==> src/rtl/dpram_arb_pkg.sv <==
// Shared types for the port-A block RAM arbiter:
// requester ids, read-tag bundle, one-hot helper.
package dpram_arb_pkg;

  localparam int REQ_NUM = 3;

  typedef logic [1:0] req_id_t;

  localparam req_id_t REQ_VID = 2'd0;
  localparam req_id_t REQ_CPU = 2'd1;
  localparam req_id_t REQ_DMA = 2'd2;

  typedef struct packed {
    logic    valid;
    req_id_t id;
  } rd_tag_t;

  function automatic logic [REQ_NUM-1:0] id_onehot(
    input req_id_t id
  );
    logic [REQ_NUM-1:0] one;
    one = {{(REQ_NUM-1){1'b0}}, 1'b1};
    return one << id;
  endfunction

endpackage

==> src/rtl/dpram_arbiter_if.sv <==
// Requester and RAM port-A bundle of the arbiter.
// slave = arbiter side, master = requesters plus RAM.
interface dpram_arbiter_if #(
  parameter int AW = 11,
  parameter int DW = 8
);

  logic          req0;
  logic          req1;
  logic          req2;
  logic          we0;
  logic          we1;
  logic          we2;
  logic [AW-1:0] addr0;
  logic [AW-1:0] addr1;
  logic [AW-1:0] addr2;
  logic [DW-1:0] wdata0;
  logic [DW-1:0] wdata1;
  logic [DW-1:0] wdata2;
  logic          gnt0;
  logic          gnt1;
  logic          gnt2;
  logic          rvalid0;
  logic          rvalid1;
  logic          rvalid2;
  logic [DW-1:0] rdata;
  logic [AW-1:0] ram_addr;
  logic [DW-1:0] ram_wdata;
  logic          ram_wren;
  logic [DW-1:0] ram_q;

  modport slave (
    input  req0, req1, req2,
    input  we0, we1, we2,
    input  addr0, addr1, addr2,
    input  wdata0, wdata1, wdata2,
    input  ram_q,
    output gnt0, gnt1, gnt2,
    output rvalid0, rvalid1, rvalid2,
    output rdata,
    output ram_addr, ram_wdata, ram_wren
  );

  modport master (
    output req0, req1, req2,
    output we0, we1, we2,
    output addr0, addr1, addr2,
    output wdata0, wdata1, wdata2,
    output ram_q,
    input  gnt0, gnt1, gnt2,
    input  rvalid0, rvalid1, rvalid2,
    input  rdata,
    input  ram_addr, ram_wdata, ram_wren
  );

endinterface

==> src/rtl/dpram_arb_pick.sv <==
// Combinational winner pick: video first unless the
// starvation force is up, else round-robin CPU/DMA.
module dpram_arb_pick
  import dpram_arb_pkg::*;
(
  input  logic [REQ_NUM-1:0] req,
  input  req_id_t            rr,
  input  logic               force_rr,
  output logic [REQ_NUM-1:0] gnt,
  output req_id_t            win
);

  logic    any12;
  logic    vid_win;
  logic    rr_win;
  req_id_t rr_id;

  assign any12   = req[REQ_CPU] | req[REQ_DMA];
  assign vid_win = req[REQ_VID] & ~(force_rr & any12);
  assign rr_win  = any12 & ~vid_win;

  // Pick between CPU and DMA; rr only matters on a tie
  always_comb begin
    rr_id = REQ_DMA;
    if (req[REQ_CPU] && req[REQ_DMA]) begin
      rr_id = rr;
    end else if (req[REQ_CPU]) begin
      rr_id = REQ_CPU;
    end
  end

  // One-hot grant and winner id
  always_comb begin
    gnt = '0;
    win = REQ_VID;
    unique case (1'b1)
      vid_win: begin
        gnt = id_onehot(REQ_VID);
        win = REQ_VID;
      end
      rr_win: begin
        gnt = id_onehot(rr_id);
        win = rr_id;
      end
      default: ;
    endcase
  end

endmodule

==> src/rtl/dpram_arbiter.sv <==
// Three-requester arbiter for RAM port A with
// registered command and tagged 2-cycle read return.
module dpram_arbiter
  import dpram_arb_pkg::*;
#(
  parameter int AW           = 11,
  parameter int DW           = 8,
  parameter int STARVE_LIMIT = 8
) (
  input logic            clk,
  input logic            reset,
  dpram_arbiter_if.slave bus
);

  logic [REQ_NUM-1:0] req;
  logic [REQ_NUM-1:0] gnt;
  req_id_t            win;
  logic               any12;
  logic               force_rr;
  logic               hs;

  logic [AW-1:0] win_addr;
  logic [DW-1:0] win_wdata;
  logic          win_we;

  req_id_t       rr_q;
  req_id_t       rr_d;
  logic [7:0]    starve_q;
  logic [7:0]    starve_d;
  logic [AW-1:0] ram_addr_q;
  logic [AW-1:0] ram_addr_d;
  logic [DW-1:0] ram_wdata_q;
  logic [DW-1:0] ram_wdata_d;
  logic          ram_wren_q;
  logic          ram_wren_d;
  rd_tag_t       tag1_q;
  rd_tag_t       tag1_d;
  rd_tag_t       tag2_q;
  rd_tag_t       tag2_d;

  assign req      = {bus.req2, bus.req1, bus.req0};
  assign any12    = bus.req1 | bus.req2;
  assign force_rr = (starve_q == 8'(STARVE_LIMIT));

  dpram_arb_pick u_pick (
    .req      (req),
    .rr       (rr_q),
    .force_rr (force_rr),
    .gnt      (gnt),
    .win      (win)
  );

  // A grant is only ever given to a live request
  assign hs = |gnt;

  // Select the winning requester's command
  always_comb begin
    win_addr  = bus.addr0;
    win_wdata = bus.wdata0;
    win_we    = bus.we0;
    unique case (win)
      REQ_CPU: begin
        win_addr  = bus.addr1;
        win_wdata = bus.wdata1;
        win_we    = bus.we1;
      end
      REQ_DMA: begin
        win_addr  = bus.addr2;
        win_wdata = bus.wdata2;
        win_we    = bus.we2;
      end
      default: ;
    endcase
  end

  // Next state: pointer, starvation count, command, tags
  always_comb begin
    rr_d = rr_q;
    if (gnt[REQ_CPU]) begin
      rr_d = REQ_DMA;
    end else if (gnt[REQ_DMA]) begin
      rr_d = REQ_CPU;
    end

    starve_d = starve_q;
    if (!any12 || gnt[REQ_CPU] || gnt[REQ_DMA]) begin
      starve_d = '0;
    end else if (gnt[REQ_VID]) begin
      starve_d = starve_q + 8'd1;
    end

    ram_addr_d  = hs ? win_addr : ram_addr_q;
    ram_wdata_d = hs ? win_wdata : ram_wdata_q;
    ram_wren_d  = hs & win_we;

    tag1_d.valid = hs & ~win_we;
    tag1_d.id    = win;
    tag2_d       = tag1_q;
  end

  // State registers; reset drops in-flight reads
  always_ff @(posedge clk or posedge reset) begin
    if (reset) begin
      rr_q        <= REQ_CPU;
      starve_q    <= '0;
      ram_addr_q  <= '0;
      ram_wdata_q <= '0;
      ram_wren_q  <= 1'b0;
      tag1_q      <= '0;
      tag2_q      <= '0;
    end else begin
      rr_q        <= rr_d;
      starve_q    <= starve_d;
      ram_addr_q  <= ram_addr_d;
      ram_wdata_q <= ram_wdata_d;
      ram_wren_q  <= ram_wren_d;
      tag1_q      <= tag1_d;
      tag2_q      <= tag2_d;
    end
  end

  logic [REQ_NUM-1:0] rvalid;

  assign rvalid = tag2_q.valid ? id_onehot(tag2_q.id) : '0;

  assign bus.gnt0      = gnt[REQ_VID];
  assign bus.gnt1      = gnt[REQ_CPU];
  assign bus.gnt2      = gnt[REQ_DMA];
  assign bus.rvalid0   = rvalid[REQ_VID];
  assign bus.rvalid1   = rvalid[REQ_CPU];
  assign bus.rvalid2   = rvalid[REQ_DMA];
  assign bus.rdata     = bus.ram_q;
  assign bus.ram_addr  = ram_addr_q;
  assign bus.ram_wdata = ram_wdata_q;
  assign bus.ram_wren  = ram_wren_q;

endmodule

==> src/flat_wrapper.sv <==
// flat-port wrapper written by rule: the top's interface ports become plain ports
module dpram_arbiter_flat import dpram_arb_pkg::*;
#(
  parameter int AW           = 11,
  parameter int DW           = 8,
  parameter int STARVE_LIMIT = 8
)
  (clk, reset, bus_req0, bus_req1, bus_req2, bus_we0, bus_we1, bus_we2, bus_addr0, bus_addr1, bus_addr2, bus_wdata0, bus_wdata1, bus_wdata2, bus_ram_q, bus_gnt0, bus_gnt1, bus_gnt2, bus_rvalid0, bus_rvalid1, bus_rvalid2, bus_rdata, bus_ram_addr, bus_ram_wdata, bus_ram_wren);
  dpram_arbiter_if #(.AW(AW), .DW(DW)) bus_i ();
  input logic clk;
  input logic reset;
  input wire logic [$bits(bus_i.req0)-1:0] bus_req0;
  input wire logic [$bits(bus_i.req1)-1:0] bus_req1;
  input wire logic [$bits(bus_i.req2)-1:0] bus_req2;
  input wire logic [$bits(bus_i.we0)-1:0] bus_we0;
  input wire logic [$bits(bus_i.we1)-1:0] bus_we1;
  input wire logic [$bits(bus_i.we2)-1:0] bus_we2;
  input wire logic [$bits(bus_i.addr0)-1:0] bus_addr0;
  input wire logic [$bits(bus_i.addr1)-1:0] bus_addr1;
  input wire logic [$bits(bus_i.addr2)-1:0] bus_addr2;
  input wire logic [$bits(bus_i.wdata0)-1:0] bus_wdata0;
  input wire logic [$bits(bus_i.wdata1)-1:0] bus_wdata1;
  input wire logic [$bits(bus_i.wdata2)-1:0] bus_wdata2;
  input wire logic [$bits(bus_i.ram_q)-1:0] bus_ram_q;
  output wire logic [$bits(bus_i.gnt0)-1:0] bus_gnt0;
  output wire logic [$bits(bus_i.gnt1)-1:0] bus_gnt1;
  output wire logic [$bits(bus_i.gnt2)-1:0] bus_gnt2;
  output wire logic [$bits(bus_i.rvalid0)-1:0] bus_rvalid0;
  output wire logic [$bits(bus_i.rvalid1)-1:0] bus_rvalid1;
  output wire logic [$bits(bus_i.rvalid2)-1:0] bus_rvalid2;
  output wire logic [$bits(bus_i.rdata)-1:0] bus_rdata;
  output wire logic [$bits(bus_i.ram_addr)-1:0] bus_ram_addr;
  output wire logic [$bits(bus_i.ram_wdata)-1:0] bus_ram_wdata;
  output wire logic [$bits(bus_i.ram_wren)-1:0] bus_ram_wren;
  assign bus_i.req0 = bus_req0;
  assign bus_i.req1 = bus_req1;
  assign bus_i.req2 = bus_req2;
  assign bus_i.we0 = bus_we0;
  assign bus_i.we1 = bus_we1;
  assign bus_i.we2 = bus_we2;
  assign bus_i.addr0 = bus_addr0;
  assign bus_i.addr1 = bus_addr1;
  assign bus_i.addr2 = bus_addr2;
  assign bus_i.wdata0 = bus_wdata0;
  assign bus_i.wdata1 = bus_wdata1;
  assign bus_i.wdata2 = bus_wdata2;
  assign bus_i.ram_q = bus_ram_q;
  assign bus_gnt0 = bus_i.gnt0;
  assign bus_gnt1 = bus_i.gnt1;
  assign bus_gnt2 = bus_i.gnt2;
  assign bus_rvalid0 = bus_i.rvalid0;
  assign bus_rvalid1 = bus_i.rvalid1;
  assign bus_rvalid2 = bus_i.rvalid2;
  assign bus_rdata = bus_i.rdata;
  assign bus_ram_addr = bus_i.ram_addr;
  assign bus_ram_wdata = bus_i.ram_wdata;
  assign bus_ram_wren = bus_i.ram_wren;
  dpram_arbiter #(.AW(AW), .DW(DW), .STARVE_LIMIT(STARVE_LIMIT)) u_core (.clk(clk), .reset(reset), .bus(bus_i));
endmodule
==> config.mk <==
export PLATFORM = sky130hd
export DESIGN_NAME = dpram_arbiter_flat
export DESIGN_NICKNAME = d
export VERILOG_FILES = /design/src/rtl/dpram_arb_pkg.sv /design/src/rtl/dpram_arbiter_if.sv /design/src/rtl/dpram_arb_pick.sv /design/src/rtl/dpram_arbiter.sv /design/src/flat_wrapper.sv
export SDC_FILE = /design/constraint.sdc
export NUM_CORES = 1
export LEC_CHECK = 0
export CORE_MARGIN = 2
export CORE_UTILIZATION = 30
export DETAILED_ROUTE_END_ITERATION = 7
export PLACE_DENSITY = 0.75
export SYNTH_ARGS = -nofsm -noshare
export SYNTH_HDL_FRONTEND = slang
export SYNTH_SLANG_ARGS = --single-unit
==> constraint.sdc <==
create_clock -name clk -period 2.4 [get_ports clk]
set_input_delay 0.48 -clock clk [delete_from_list [all_inputs] [get_ports clk]]
set_output_delay 0.48 -clock clk [all_outputs]
set_load 0.1 [all_outputs]
==> impl_metrics.toml, run 1 <==
[status]
status = "finished, final reports clean"

[critical_path]
cp_data_arrival_time_ps = 1840
end_kind = "output port"
crit_start = "u_core.starve_q[1]$_DFFE_PP0P_"
crit_type = "flop to output port"
reg2reg_slack_ps = 130
cp_max_fo = 4
required_ps = 1920
crit_path_end = "bus_gnt2"
worst_setup_path_start_kind = "flop"
worstReg2RegEnd = "u_core.bus.ram_wdata[7]$_DFFE_PP0P_"
r2r_cells = 12
r2r-start = "u_core.starve_q[1]$_DFFE_PP0P_"

[synth]
synthCells = 213
synth_top_cell_area_share = 0.394
syn_nets = 290
netlist_top_cells_count = "35 x dfrtp_1, 24 x nand2_1, 23 x a22oi_1"
yosys-top-cells-area = "dfrtp_1 39%, mux2_4 13%, a22oi_1 7.8%, o21ai_0 5.0%, nand2_1 4.1%"
ys_ff_latch = 36
syn_area_per_cell_um2 = 10.4
synthArstFlopShare = 1.00
yosysTopAreaCell = "dfrtp_1"
synth_enable_flop_cells = 0
syn_area_um2 = 2220
ys_seq_area_frac = 0.406
ys_dominant_reg_cell = "dfrtp_1"
synth.most_common_cell = "dfrtp_1"
yosysWarnings = 0
ys_types = 44

[floorplan]
ioPinCount = 107
start_util = 0.308
die_w_um = 90.0
rows = 31
core_area_um2 = 7210
dieArea_um2 = 8110
fp.dieH_um = 90.0

[clocking]
cts_root_buf = "clkbuf_8"
cts_tree = "yes"
worstSkewPairLatency_ps = 280
clockBufferDepth = 2
cts_made_buffers = 5
clkSlewWorstSetupHoldPaths_ps = 70
htree_num_levels = 2
cts.sinks = 36
postCtsHoldBufs = 0

[finish]
antenna_cells = 0
layout.nets = 396
area_delta_synth_final_pct = 60.9
fin_cells = 419
drive_gt1_frac = 0.344

[sta]
slew_violations = 0
hold_viol = 0
finClkSkew_ps = 10.4
rsz0062_at_grt = "true"
holdWs_ps = 356
worst_pin_slew_ps = 505
fin_setup_tns_ps = 0
finalSetupViolCount = 0
max_freq_ghz = 0.431
fin_crit_sh = 0.967
slew_headroom = 0.664
min_period_ps = 2320

[global_route]
grt_max_degree = 37
overflow = 0
grt_pass1_wl_um = 9780
antenna_found_initial = 0
grt_util_all_layers = 0.147
first_global_vias = 2046

[placed_design]
gp_congestion = 0.750
port_buffers = 90
place_inst = 408
hpwl_um = 4530

[power]
power_density_nw_per_um2 = 661
vdd_drop_max_mv = 0.378
total_power_mw = 2.36
p_leak_nw = 1.64

[detailed_routing]
dr_total_vias = 1991
drt_first_iter_violations = 61
drc = 0
drtPass1Iterations = 4
wl_per_cell_um = 14.3
viasPerCell = 4.75
ant_nets = 0
wirelength_um = 5970

[hold_path]
hp-start = "u_core.tag1_q[0]$_DFF_PP0_"
hold_class = "flop to flop"

[run]
drv_cap = 0
[state kept, by name, indices dropped and copies added (netlist names)]
register	count
u_core.bus.ram_addr	11
u_core.rr_q	2
u_core.tag2_q	3
u_core.tag1_q	3
u_core.bus.ram_wdata	8
u_core.bus.ram_wren	1
u_core.starve_q	8
[cells by family (layout without fill, tap and decap cells)]
kind of cell / after synthesis / after routing / share of synthesized area
AOI/OAI and AO/OA: 66 / 66 / 0.198
xor gates and xnor gates: 5 / 5 / 0.0197
adders and majority gates: 4 / 4 / 0.0225
buffers and inverters: 28 / 135 / 0.0755
DFF: 36 / 36 / 0.406
muxes: 19 / 19 / 0.128
and+or+nand+nor: 55 / 55 / 0.150
[area by class of cell]
type	instances	area, um2
well taps	99	124
multi-input cells	149	1240
clock buffers	7	96.3
repair buffers	121	1160
clock inverters	1	30.0
flip-flops and latches	36	902
inverters	6	22.5
fillers	675	3640
[through the flow]
stage	setup slack, ps	utilization	instance area [um2]
after floorplan	-138	-	2240
after global placement	-122	0.466	3360
after detailed placement	-170	0.466	3360
after CTS	3.74	0.487	3520
after global routing	-18.2	0.495	3570
final	79.9	0.495	3570
[worst max-delay path: stages (launching register included)]
cell and delay, ps:
dfrtp_1 400, inv_2 60, ha_1 130, nor4b_4 240, a21boi_2 120, nand2b_4 160, buf_6 130, a21oi_4 130
buf_12 190
[power by group]
group | leakage [nW] | internal [mW] | switching (mW)
sequential | 0.454 | 0.679 | 0.0475
combinational | 1.13 | 0.388 | 0.668
clock | 0.0645 | 0.367 | 0.214
[cell usage in the layout (no fill, tap or decap), types with 8 or more instances in the layout]
cell and count:
nand2_1 24, clkdlybuf4s50_1 62, buf_4 49, a22oi_1 21
dfrtp_1 35, nor2_1 8, o21ai_0 15, mux2_4 19
[metal layers]
metal | track usage | up-vias | share of wire
met5 | 0 | - | 0
met2 | 0.276 | 49 | 0.53
met4 | 0.0256 | 0 | 0.0028
met1 | 0.167 | 966 | 0.41
met3 | 0.0386 | 2 | 0.050
li1 | - | 974 | -
[worst min-delay path by stage]
stage / slack [ps] / end / cells past startpoint
finish: 360 / u_core.tag2_q[0]$_DFF_PP0_ / 0
global route: 370 / u_core.tag2_q[0]$_DFF_PP0_ / 0
CTS: 360 / u_core.tag2_q[1]$_DFF_PP0_ / 0
global placement: 330 / u_core.tag2_q[0]$_DFF_PP0_ / 0
detailed placement: 340 / u_core.tag2_q[1]$_DFF_PP0_ / 0
floorplan: 330 / u_core.tag2_q[0]$_DFF_PP0_ / 0
[timing repair]
action	in CTS	in global routing
buffers inserted	1	3
pin swaps	0	3
endpoints found under the setup margin	14	24
resized for setup	6	16
Power figures use the tool's default switching activity.
==> inputs of run 2 (changes only) <==
Settings changed: ABC_CLOCK_PERIOD_IN_PS from default to 2400, GPL_TIMING_DRIVEN from default to 0.
==> impl_metrics.toml, run 2 (same netlist as run 1, synthesis figures left out) <==
[floorplan]
ioPinCount = 107
dieArea_um2 = 8110
start_util = 0.308
fp.dieH_um = 90.0
core_area_um2 = 7210
rows = 31
die_w_um = 90.0

[sta]
min_period_ps = 2380
rsz0062_at_grt = "true"
slew_headroom = 0.335
fin_setup_tns_ps = 0
fin_crit_sh = 0.993
finalSetupViolCount = 0
max_freq_ghz = 0.419
slew_violations = 0
holdWs_ps = 352
worst_pin_slew_ps = 994
finClkSkew_ps = 10.1
hold_viol = 0

[finish]
antenna_cells = 0
ff_latch_area_um2 = 903
area_delta_synth_final_pct = 70.1
multi_input_area_um2 = 1340
layout.nets = 403
n_fill_cell = 634
final_core_util = 0.524
drive_gt1_frac = 0.330
mostFrequentLayoutCell = "clkdlybuf4s50_1"
largest_register_ffs = 11
final_cell_mix = "90 x clkdlybuf4s50_1, 34 x dfrtp_1, 24 x nand2_1"

[power]
power_density_nw_per_um2 = 627
intPower_mw = 1.34
switching_share = 0.434
p_sw_mw = 1.03
p_leak_nw = 1.63
comb_power_share = 0.498
pwr-share-seq = 0.306
vdd_drop_max_mv = 0.353
clkPwrFrac = 0.196

[hold_path]
hold_path_depth = 0
hp-start = "u_core.tag1_q[2]$_DFF_PP0_"
hold_class = "flop to flop"
holdPathEnd = "u_core.tag2_q[2]$_DFF_PP0_"

[detailed_routing]
drc = 0
dr_total_vias = 2099
drtPass1Iterations = 4
ant_nets = 0
wirelength_um = 6590
viasPerCell = 4.93
drt_first_iter_violations = 70
wl_per_cell_um = 15.5

[critical_path]
slowest_delay_ps = 420
worstReg2RegEnd = "u_core.bus.ram_wdata[3]$_DFFE_PP0P_"
crit_buf_inv = 2
cp_max_fo = 10
crit_type = "flop to flop"
required_ps = 2580
r2r_cells = 11
critPathTopFamily = "compound AO/OA/AOI/OAI gates"
end_kind = "flop"
worst_setup_path_start_kind = "flop"
reg2reg_slack_ps = 20
r2r-start = "u_core.starve_q[0]$_DFFE_PP0P_"
cp_cell_sequence = "inv_2 -> ha_1 -> nor4b_4 -> a21boi_2 -> nand2b_4 -> a21o_1 -> ha_4 -> buf_12 -> a22oi_2 -> o21ai_1 -> mux2_4"
cp_data_arrival_time_ps = 2570
cp_slowest_cell = "dfrtp_2"

[global_route]
antenna_found_initial = 0
grt_util_all_layers = 0.158
overflow = 0
grt_pass1_wl_um = 10400
first_global_vias = 2161
grt_max_degree = 24

[clocking]
clkSlewWorstSetupHoldPaths_ps = 80
worstSkewPairLatency_ps = 300
cts_root_buf = "clkbuf_8"
cts.sinks = 36
cts_made_buffers = 5
htree_num_levels = 2
cts_tree = "yes"
clockBufferDepth = 2

[placed_design]
port_buffers = 96
hpwl_um = 4680
gp_congestion = 0.809

[status]
status = "finished, final reports clean"

[run]
drv_cap = 0
-- run 2: cell types whose count changed in the layout (fill, tap and decap cells not counted), sizes merged --
cell and change:
bufinv -1, dlygate4sd2 +2, buf -25, clkinvlp +1
clkbuf +3, clkdlybuf4s50 +28, dlymetal6s2s -1
-- run 2: worst reg2reg max path: cells and delay by family, from the launching register on --
family / cells / cell delay, ps
buffers and inverters: 2 / 210
adders and majority gates: 2 / 320
AOI/OAI and AO/OA: 4 / 600
DFF: 1 / 420
muxes: 1 / 250
and+or+nand+nor: 2 / 470
-- run 2: repair_timing --
item / CTS / global route
buffers inserted: 7 / 2
gates resized for setup: 59 / 48
endpoints found under the hold margin: 0 / 0
pin swaps: 1 / 5
endpoints found under the setup margin: 27 / 24
hold buffers: 0 / 0
-- run 2: layer usage --
layer	track usage	share of wire	vias up
met5	0	0	-
met4	0.0526	0.018	0
met3	0.0419	0.052	12
met2	0.278	0.52	72
met1	0.186	0.41	1026
li1	-	-	989
-- run 2: per-stage QoR --
stage | cell area [um2] | power [mW] | setup WS, ps | std cells
after detailed placement | 3360 | 1.81 | -904 | 409
after global routing | 3780 | 2.45 | -54.6 | 426
after CTS | 3630 | 2.33 | 3.86 | 424
final | 3780 | 2.37 | 15.7 | 426
after global placement | 3330 | 1.79 | -912 | 408
after floorplan | 2240 | 1.49 | -138 | 213
-- run 2: power groups by stage --
stage          sequential, mW  combinational, mW  clock [mW]
2_1_floorplan            1.11              0.386           0
3_3_place_gp            0.734               1.06           0
3_5_place_dp            0.738               1.07           0
4_1_cts                 0.724               1.14       0.467
5_1_grt                 0.734               1.23       0.486
6_report                0.724               1.18       0.463
-- run 2: final cells by class --
type	instances	area share
timing repair buffer	106	0.284
sequential	36	0.239
buffer	22	0.0586
multi-input combinational	149	0.355
inverter	6	0.00596
clock buffer	7	0.0228
clock inverter	1	0.00199
tap	99	0.0328
-- run 2: how the worst max path moves through the flow --
stage                                        start                             endpoint  slack (ps)  cells after the start
floorplan           u_core.starve_q[1]$_DFFE_PP0P_                             bus_gnt2        -140                      6
detailed placement                        bus_req1                             bus_gnt0        -900                      6
CTS                 u_core.starve_q[0]$_DFFE_PP0P_   u_core.bus.ram_addr[5]$_DFFE_PP0P_           4                     11
finish              u_core.starve_q[0]$_DFFE_PP0P_  u_core.bus.ram_wdata[3]$_DFFE_PP0P_          20                     11
global route        u_core.starve_q[0]$_DFFE_PP0P_  u_core.bus.ram_wdata[2]$_DFFE_PP0P_         -50                     11
global placement                          bus_req1                             bus_gnt0        -910                      6
